File: src/rtl/sram_pkg.sv
// Shared types and defaults for the serial-load SRAM command sequencer.
package sram_pkg;

    localparam int SRAM_ROWS = 16;
    localparam int SRAM_COLS = 8;

    typedef enum logic [2:0] {
        IDLE,
        SHIFT,
        WRITE,
        RD_ISSUE,
        RD_WAIT,
        RD_RESP
    } state_t;

    function automatic int cnt_w(input int n);
        return (n > 1) ? $clog2(n) : 1;
    endfunction

endpackage

File: src/rtl/sram_ser.sv
// MSB-first parallel-in/serial-out shifter; each bit is held
// for SHIFT_HOLD enabled cycles.
module sram_ser
    import sram_pkg::*;
#(
    parameter int COLS       = SRAM_COLS,
    parameter int SHIFT_HOLD = 2
) (
    input  logic            clk,
    input  logic            rst_n,
    input  logic            load,
    input  logic [COLS-1:0] word,
    input  logic            enable,
    output logic            bit_out,
    output logic            done
);

    localparam int HW = cnt_w(SHIFT_HOLD);
    localparam int BW = cnt_w(COLS);

    logic [COLS-1:0] sreg;
    logic [HW-1:0]   hold_cnt;
    logic [BW-1:0]   bit_cnt;
    logic            hold_end;

    assign hold_end = (hold_cnt == HW'(SHIFT_HOLD - 1));
    assign bit_out  = sreg[COLS-1];
    // High during the last held cycle of the last bit.
    assign done     = enable && hold_end && (bit_cnt == BW'(COLS - 1));

    always_ff @(posedge clk) begin
        if (!rst_n) begin
            sreg     <= '0;
            hold_cnt <= '0;
            bit_cnt  <= '0;
        end else if (load) begin
            sreg     <= word;
            hold_cnt <= '0;
            bit_cnt  <= '0;
        end else if (enable) begin
            if (hold_end) begin
                hold_cnt <= '0;
                sreg     <= {sreg[COLS-2:0], 1'b0};
                bit_cnt  <= bit_cnt + 1'b1;
            end else begin
                hold_cnt <= hold_cnt + 1'b1;
            end
        end
    end

endmodule

File: src/rtl/sram_ctrl.sv
// Host command sequencer for the serial-load SRAM macro: shifts write
// words in, pulses w_en/r_en and returns read responses with timeout.
module sram_ctrl
    import sram_pkg::*;
#(
    parameter int ROWS       = SRAM_ROWS,
    parameter int COLS       = SRAM_COLS,
    parameter int SHIFT_HOLD = 2,
    parameter int RD_TIMEOUT = 16
) (
    input  logic                    clk,
    input  logic                    arst_n,
    input  logic                    cmd_valid,
    output logic                    cmd_ready,
    input  logic                    cmd_write,
    input  logic [$clog2(ROWS)-1:0] cmd_addr,
    input  logic [COLS-1:0]         cmd_wdata,
    output logic                    wr_done,
    output logic                    rsp_valid,
    output logic [COLS-1:0]         rsp_rdata,
    output logic                    rsp_err,
    output logic                    busy,
    output logic                    serial_in,
    output logic                    shift,
    output logic                    w_en,
    output logic                    r_en,
    output logic [$clog2(ROWS)-1:0] addr,
    input  logic                    data_valid,
    input  logic [COLS-1:0]         data_out
);

    localparam int TW = cnt_w(RD_TIMEOUT);

    state_t        state;
    logic [TW-1:0] tmo_cnt;
    logic          ser_load;
    logic          ser_en;
    logic          ser_done;

    assign cmd_ready = (state == IDLE);
    assign busy      = (state != IDLE);
    assign ser_load  = (state == IDLE) && cmd_valid && cmd_write;
    assign ser_en    = (state == SHIFT);

    sram_ser #(
        .COLS       (COLS),
        .SHIFT_HOLD (SHIFT_HOLD)
    ) u_ser (
        .clk     (clk),
        .rst_n   (arst_n),
        .load    (ser_load),
        .word    (cmd_wdata),
        .enable  (ser_en),
        .bit_out (serial_in),
        .done    (ser_done)
    );

    always_ff @(posedge clk) begin
        if (!arst_n) begin
            state     <= IDLE;
            addr      <= '0;
            shift     <= 1'b0;
            w_en      <= 1'b0;
            r_en      <= 1'b0;
            wr_done   <= 1'b0;
            rsp_valid <= 1'b0;
            rsp_rdata <= '0;
            rsp_err   <= 1'b0;
            tmo_cnt   <= '0;
        end else begin
            w_en      <= 1'b0;
            r_en      <= 1'b0;
            wr_done   <= 1'b0;
            rsp_valid <= 1'b0;
            unique case (state)
                IDLE: begin
                    if (cmd_valid) begin
                        addr <= cmd_addr;
                        if (cmd_write) begin
                            state <= SHIFT;
                            shift <= 1'b1;
                        end else begin
                            state <= RD_ISSUE;
                            r_en  <= 1'b1;
                        end
                    end
                end
                SHIFT: begin
                    if (ser_done) begin
                        state   <= WRITE;
                        shift   <= 1'b0;
                        w_en    <= 1'b1;
                        wr_done <= 1'b1;
                    end
                end
                WRITE: state <= IDLE;
                RD_ISSUE: begin
                    state   <= RD_WAIT;
                    tmo_cnt <= '0;
                end
                RD_WAIT: begin
                    // Data arriving on the final wait cycle beats the timeout.
                    if (data_valid) begin
                        state     <= RD_RESP;
                        rsp_valid <= 1'b1;
                        rsp_rdata <= data_out;
                        rsp_err   <= 1'b0;
                    end else if (tmo_cnt == TW'(RD_TIMEOUT - 1)) begin
                        state     <= RD_RESP;
                        rsp_valid <= 1'b1;
                        rsp_rdata <= '0;
                        rsp_err   <= 1'b1;
                    end else begin
                        tmo_cnt <= tmo_cnt + 1'b1;
                    end
                end
                RD_RESP: state <= IDLE;
                default: state <= IDLE;
            endcase
        end
    end

endmodule

File: config.mk
export PLATFORM = sky130hd
export DESIGN_NAME = sram_ctrl
export DESIGN_NICKNAME = d
export VERILOG_FILES = /design/src/rtl/sram_pkg.sv /design/src/rtl/sram_ser.sv /design/src/rtl/sram_ctrl.sv
export SDC_FILE = /design/constraint.sdc
export NUM_CORES = 1
export LEC_CHECK = 0
export CAP_MARGIN = 20
export CORE_MARGIN = 5
export CORE_UTILIZATION = 40
export CTS_CLUSTER_SIZE = 30
export DETAILED_ROUTE_END_ITERATION = 6
export DONT_BUFFER_PORTS = 1
export PLACE_DENSITY_LB_ADDON = 0.15
export SYNTH_ARGS = -nofsm -noshare
export SYNTH_HDL_FRONTEND = slang
export SYNTH_HIERARCHICAL = 1
export SYNTH_SLANG_ARGS = --single-unit
export TNS_END_PERCENT = 10
File: constraint.sdc
create_clock -name clk -period 1.8 [get_ports clk]
set_clock_uncertainty 0.2 [all_clocks]
set_input_delay 0.27 -clock clk [delete_from_list [all_inputs] [get_ports clk]]
set_output_delay 0.27 -clock clk [all_outputs]
set_load 0.01 [all_outputs]
==> run_results.csv, run 1 <==
group,metric,value,unit
global_routing,grt_max_degree,43,
power_and_ir_drop,pwr-share-clk,0.355,
sta,finalCriticalPeriod,1.691,ns
min_path,worstHoldStart,"cmd_addr[1]",
setup_path,critPathMaxStageDelay,0.35,ns
synthesis,synth_seq_area_share,0.4619,
routing,wl_per_cell,13.71,um
sta,rsz0062_at_grt,"no",
layout,seq_area,721.9,um^2
power_and_ir_drop,p_sw_frac,0.2341,
flow_run,cap_violations,0,
synthesis,synth_compound_area_frac,0.1588,
routing,highest_layer,"met4",
setup_path,worstPathArrival,1.22,ns
synthesis,synth.area.top_cells,"dfxtp_1 (46%), mux2i_1 (8.3%), nand2_1 (6.3%)",
routing,drc,0,
layout,syn2layout_area_growth,23.66,%
synthesis,syn_nets,194,
setup_path,required,1.33,ns
global_routing,antenna_found_initial,0,
power_and_ir_drop,seqPwrFrac,0.530,
clocking,clock_sinks,36,
power_and_ir_drop,p_int,1.243,mW
setup_path,start_kind,"register",
clocking,path_clk_slew,0.07,ns
status,violations,"negative hold slack",
routing,vias,1242,
layout,fillers,344,
global_routing,grt_pass1_wl,5499,um
sta,hold_viol_final,1,
sta,fin_crit_sh,0.9396,
setup_path,path_class,"register to output port",
clocking,clk_latency,0.28,ns
sta,setup_violations,0,
place,hpwl,2243,um
power_and_ir_drop,power_frac_comb,0.116,
synthesis,ys_seq_elements,36,
synthesis,synth_area,0.001560,mm^2
setup_path,cp_cell_sequence,"buf_4 > nor3_1 > buf_4",
place,place.port_buffers,0,
layout,nets,221,
layout,drive_gt1_frac,0.1340,
synthesis,synth_ff_type,"dfxtp_1",
routing,drt_iter0_drc,68,
floorplanning,fp.dieH,72.46,um
sta,drv_slew,0,
synthesis,synth_top_area_share,0.4619,
synthesis,synth_top_family_by_area,"simple AND/OR/NAND/NOR gates",
layout,n_antenna_cell,0,
routing,route.met3.wl,292,um
clocking,ctsHtreeMaxLevel,2,
routing,wirelength,3318,um
clocking,clock_path_buffers,2,
layout,final_common_cell,"dfxtp_1",
synthesis,yosysTopAreaCell,"dfxtp_1",
floorplanning,initial_utilization,0.4199,
power_and_ir_drop,p_leak,0.8170,nW
power_and_ir_drop,peakVddDrop,0.3926,mV
clocking,cts_tree,"built",
global_routing,grt_pass1_vias,1234,
setup_path,r2r-start,"state[0]",
floorplanning,placementRows,22,
sta,worstMarginPinSlew,0.3874,ns
power_and_ir_drop,p_sw,0.3798,mW
sta,relSlewSlack,0.7414,
setup_path,critical_path.most_common_cell,"buf_4",
place,dp.cells,213,
layout,mostFrequentLayoutCells,"dfxtp_1 (35), nand2_1 (26), dlygate4sd3_1 (20), mux2i_1 (13)",
place,place_congestion,0.7946,
synthesis,synthSimpleGateAreaFrac,0.2117,
status,outcome,"finished with violations",
power_and_ir_drop,totalPowerFinal,1.622,mW
setup_path,crit_slowest_cell,"dfxtp_1",
clocking,cts_buffers,5,
layout,final_core_util,0.5192,
synthesis,synth.avg_cell_area,9.399,um^2
routing,first_pass_iters,4,
synthesis,synth-warning-count,6,
setup_path,end_kind,"output port",
clocking,clockRootBuffer,"clkbuf_8",
layout,multi_input_area,765.7,um^2
global_routing,grt_overflow_total,0,
routing,antenna_left,0,
floorplanning,dieWidth,72.46,um
clocking,post_cts_buffers,0,
routing,wl_met1,1424,um
floorplanning,die-area,0.005250,mm^2
floorplanning,core,0.003716,mm^2
synthesis,synth_fa_ha_area_frac,0.02406,
synthesis,synth_cell_types,40,
floorplanning,io_pins,46,
setup_path,cp_max_fo,6,
sta,max_freq,0.5913,GHz
layout,instances_no_fill,242,
synthesis,synthCells,166,
synthesis,synth-edff-count,0,
global_routing,grt_usage,0.1330,
routing,met2WireLength,1542,um
routing,routed_via_density,5.132,
synthesis,synthXorXnorAreaFrac,0.01123,
setup_path,cp-startpoint,"state[1]",
min_path,min_path_type,"primary input to register",
power_and_ir_drop,power.density,840.9,mW/mm^2
synthesis,muxShareOfSynthArea,0.08340,
sta,hold_ws,-0.002549,ns
synthesis,async_reset_ff_frac,0,
==> synthesized netlist by cell type, types with 2 or more instances <==
library cell  number
nor2b_1            5
clkbuf_1           3
nand2b_1           2
ha_1               3
buf_6              3
and2_1             2
a21oi_1           10
nor2_1             6
and3_1             2
nand2_1           26
buf_4              2
mux2i_1           13
nand3_1            5
nand2_2            2
a21boi_0           3
dfxtp_1           36
o21ai_0            9
o22ai_1           10
inv_1              3
==> worst paths after layout <==
kind	cells past startpoint	slack, ns	to
hold / removal	2	-0.003	addr[1]
setup reg to reg	5	0.11	u_ser/sreg[4]
hold reg to reg	2	0.27	u_ser/bit_cnt[1]
setup / recovery	3	0.11	cmd_ready
==> layer usage <==
metal	global-route usage	up-vias
li1	-	635
met1	0.1537	565
met2	0.2113	37
met3	0.06233	5
met4	0.05533	0
met5	0	-
==> sequential cells by signal, indices dropped and copies added (netlist names) <==
register,cells
rsp_rdata,8
u_ser/sreg,8
addr,4
tmo_cnt,4
state,3
u_ser/bit_cnt,3
r_en,1
rsp_err,1
rsp_valid,1
shift,1
u_ser/hold_cnt,1
w_en,1
==> cell families (layout without fill, tap and decap cells) <==
group / Yosys count / after routing
compound gates: 40 / 40
fa+ha+maj: 3 / 3
xor+xnor: 2 / 2
simple gates: 60 / 60
buf+inv: 12 / 40
mux: 13 / 13
flops: 36 / 36
==> power groups by stage <==
| stage | Clock, mW | Combinational (mW) | Sequential, mW |
|---|---|---|---|
| final | 0.576 | 0.187 | 0.859 |
| after global routing | 0.630 | 0.209 | 0.864 |
| after CTS | 0.598 | 0.188 | 0.859 |
| after detailed placement | 0 | 0.136 | 0.877 |
| after global placement | 0 | 0.133 | 0.876 |
| after floorplan | 0 | 0.124 | 0.866 |
==> timing repair <==
item                                   in CTS  in global routing
endpoints found under the hold margin      35                  0
hold buffers                               21                  0
setup endpoints to repair                   0                  1
gates resized for setup                     0                  1
==> stage by stage <==
step	setup WS, ns	hold slack (ns)	TNS [ns]	cell area [um^2]
after floorplan	-0.006357	0.2084	-0.006357	1563
after global placement	0.1507	0.1937	0	1618
after detailed placement	0.1023	0.1970	0	1618
after CTS	0.08835	0.002049	0	1928
after global routing	0.001393	0.008402	0	1929
final	0.1087	-0.002549	0	1929
==> final cells by class <==
class,instances,area share
flip-flops and latches,36,0.3742
well taps,48,0.03113
clock buffers,8,0.04669
inverters,3,0.005837
repair buffers,29,0.1453
multi-input cells,118,0.3969
==> critical path, delay by kind of cell, from the launching register on <==
family / cells / cell delay [ns]
and+or+nand+nor: 1 / 0.24
buffers and inverters: 2 / 0.35
DFF: 1 / 0.35
Power figures use the tool's default switching activity.
==> inputs of run 2 (changes only) <==
--- a/config.mk
+++ b/config.mk
@@ -7,7 +7,7 @@
 export LEC_CHECK = 0
 export CAP_MARGIN = 20
 export CORE_MARGIN = 5
-export CORE_UTILIZATION = 40
+export CORE_UTILIZATION = 35
 export CTS_CLUSTER_SIZE = 30
 export DETAILED_ROUTE_END_ITERATION = 6
 export DONT_BUFFER_PORTS = 1
==> run_results.csv, run 2 (synthesis results as in run 1) <==
group,metric,value,unit
min_path,holdPathStages,2,
sta,max_freq,0.6025,GHz
clocking,post_cts_buffers,0,
sta,worstMarginPinSlew,0.3505,ns
layout,fin_area,0.001968,mm^2
global_routing,grt_max_degree,43,
clocking,ctsHtreeMaxLevel,2,
floorplanning,fp.dieH,76.77,um
setup_path,required,1.76,ns
min_path,min_path_type,"primary input to register",
sta,finalCriticalPeriod,1.660,ns
place,hpwl,2393,um
power_and_ir_drop,peakVddDrop,0.4158,mV
sta,drv_slew,0,
clocking,clock_sinks,36,
sta,relSlewSlack,0.7661,
power_and_ir_drop,totalPowerFinal,1.749,mW
place,dp.cells,218,
place,place_congestion,0.7557,
layout,largestRegisters,"rsp_rdata: 8 flops, u_ser/sreg: 8 flops",
routing,drt_iter0_drc,31,
clocking,cts_buffers,5,
layout,seq_area,721.9,um^2
global_routing,grt_pass1_vias,1291,
layout,syn2layout_area_growth,26.14,%
power_and_ir_drop,power.density,888.8,mW/mm^2
power_and_ir_drop,p_leak,0.8314,nW
layout,fillers,400,
routing,vias,1281,
floorplanning,io_pins,46,
clocking,clock_path_buffers,2,
setup_path,r2r-start,"state[0]",
layout,instances_no_fill,247,
layout,multi_input_area,770.7,um^2
floorplanning,die-area,0.005893,mm^2
layout,n_antenna_cell,0,
layout,final_common_cell,"dfxtp_1",
setup_path,r2r_slack,0.14,ns
global_routing,grt_pass1_wl,6058,um
flow_run,cap_violations,0,
min_path,worstHoldStart,"cmd_wdata[5]",
setup_path,end_kind,"register",
floorplanning,initial_utilization,0.3583,
floorplanning,core,0.004354,mm^2
floorplanning,dieWidth,76.77,um
setup_path,worstPathArrival,1.62,ns
setup_path,ff2ff_path_depth,5,
setup_path,cp_max_fo,13,
setup_path,path_class,"register to register",
layout,drive_gt1_frac,0.1538,
place,place.port_buffers,0,
place,postPlaceCellArea,0.001630,mm^2
sta,fin_crit_sh,0.9220,
layout,nets,222,
sta,fin_tns_setup,0,ns
routing,antenna_left,0,
routing,wl_per_cell,14.01,um
setup_path,r2r-end,"u_ser/sreg[5]",
layout,mostFrequentLayoutCells,"dfxtp_1 (35), nand2_1 (26), dlygate4sd3_1 (20), mux2i_1 (13)",
clocking,cts_tree,"built",
sta,hold_viol_final,0,
setup_path,start_kind,"register",
floorplanning,placementRows,24,
routing,drc,0,
clocking,clockRootBuffer,"clkbuf_8",
routing,wirelength,3460,um
global_routing,antenna_found_initial,0,
routing,first_pass_iters,4,
status,outcome,"finished, final reports clean",
routing,routed_via_density,5.186,
clocking,clk_latency,0.29,ns
min_path,min_to,"u_ser/sreg[5]",
clocking,path_clk_slew,0.07,ns
sta,rsz0062_at_grt,"no",
layout,final_core_util,0.4520,
global_routing,grt_overflow_total,0,
global_routing,grt_usage,0.1259,
sta,setup_violations,0,
run 2: worst max-delay path by stage:
stage / start / endpoint / slack, ns / cells past startpoint
6_report: state[0] / u_ser/sreg[5] / 0.14 / 5
5_1_grt: state[2] / shift / 0.02 / 6
4_1_cts: state[2] / cmd_ready / 0.04 / 3
3_5_place_dp: state[2] / rsp_rdata[7] / 0.12 / 4
3_3_place_gp: state[0] / u_ser/sreg[1] / 0.16 / 5
2_1_floorplan: state[0] / u_ser/sreg[3] / -0.006 / 7
run 2: power breakdown:
part | total, mW | internal [mW] | switching (mW)
clock network | 0.699 | 0.410 | 0.289
registers | 0.858 | 0.828 | 0.0297
logic | 0.193 | 0.105 | 0.0875
total | 1.75 | 1.34 | 0.407
run 2: final cells by class:
type	count	share of cell area
Inverter	3	0.005722
Multi-Input combinational cell	118	0.3916
Clock buffer	5	0.03496
Tap cell	52	0.03306
Clock inverter	3	0.02161
Sequential cell	36	0.3668
Timing Repair Buffer	30	0.1462
run 2: per-stage QoR:
stage | setup slack, ns | hold WS [ns]
floorplan | -0.006357 | 0.2084
global placement | 0.1642 | 0.1997
detailed placement | 0.1201 | 0.1967
CTS | 0.03980 | 0.002771
global route | 0.02371 | 0.01407
finish | 0.1404 | 0.003905
run 2: layer usage:
layer | global-route usage | part of all wire
met3 | 0.05386 | 0.072
met1 | 0.1530 | 0.43
met4 | 0.05070 | 0.014
met5 | 0 | 0
met2 | 0.1944 | 0.49
run 2: critical path, stage by stage, from the launching register on:
cell and delay [ns]:
dfxtp_1 0.37, nor4b_4 0.32, and2_4 0.21, inv_1 0.17
o21ai_0 0.21, a21oi_1 0.06
run 2: repair_timing:
item                                    in CTS  in global routing
endpoints found under the hold margin       36                  0
gates resized for setup                      0                  2
hold buffers                                21                  0
endpoints found under the setup margin       0                  4
==> inputs of run 3 (changes only) <==
--- a/config.mk
+++ b/config.mk
@@ -12,6 +12,7 @@
 export DETAILED_ROUTE_END_ITERATION = 6
 export DONT_BUFFER_PORTS = 1
 export PLACE_DENSITY_LB_ADDON = 0.15
+export RECOVER_POWER = 25
 export SYNTH_ARGS = -nofsm -noshare
 export SYNTH_HDL_FRONTEND = slang
 export SYNTH_HIERARCHICAL = 1
==> results of run 3 <==
The final DEF is identical to that of run 2; final timing and power are the same.
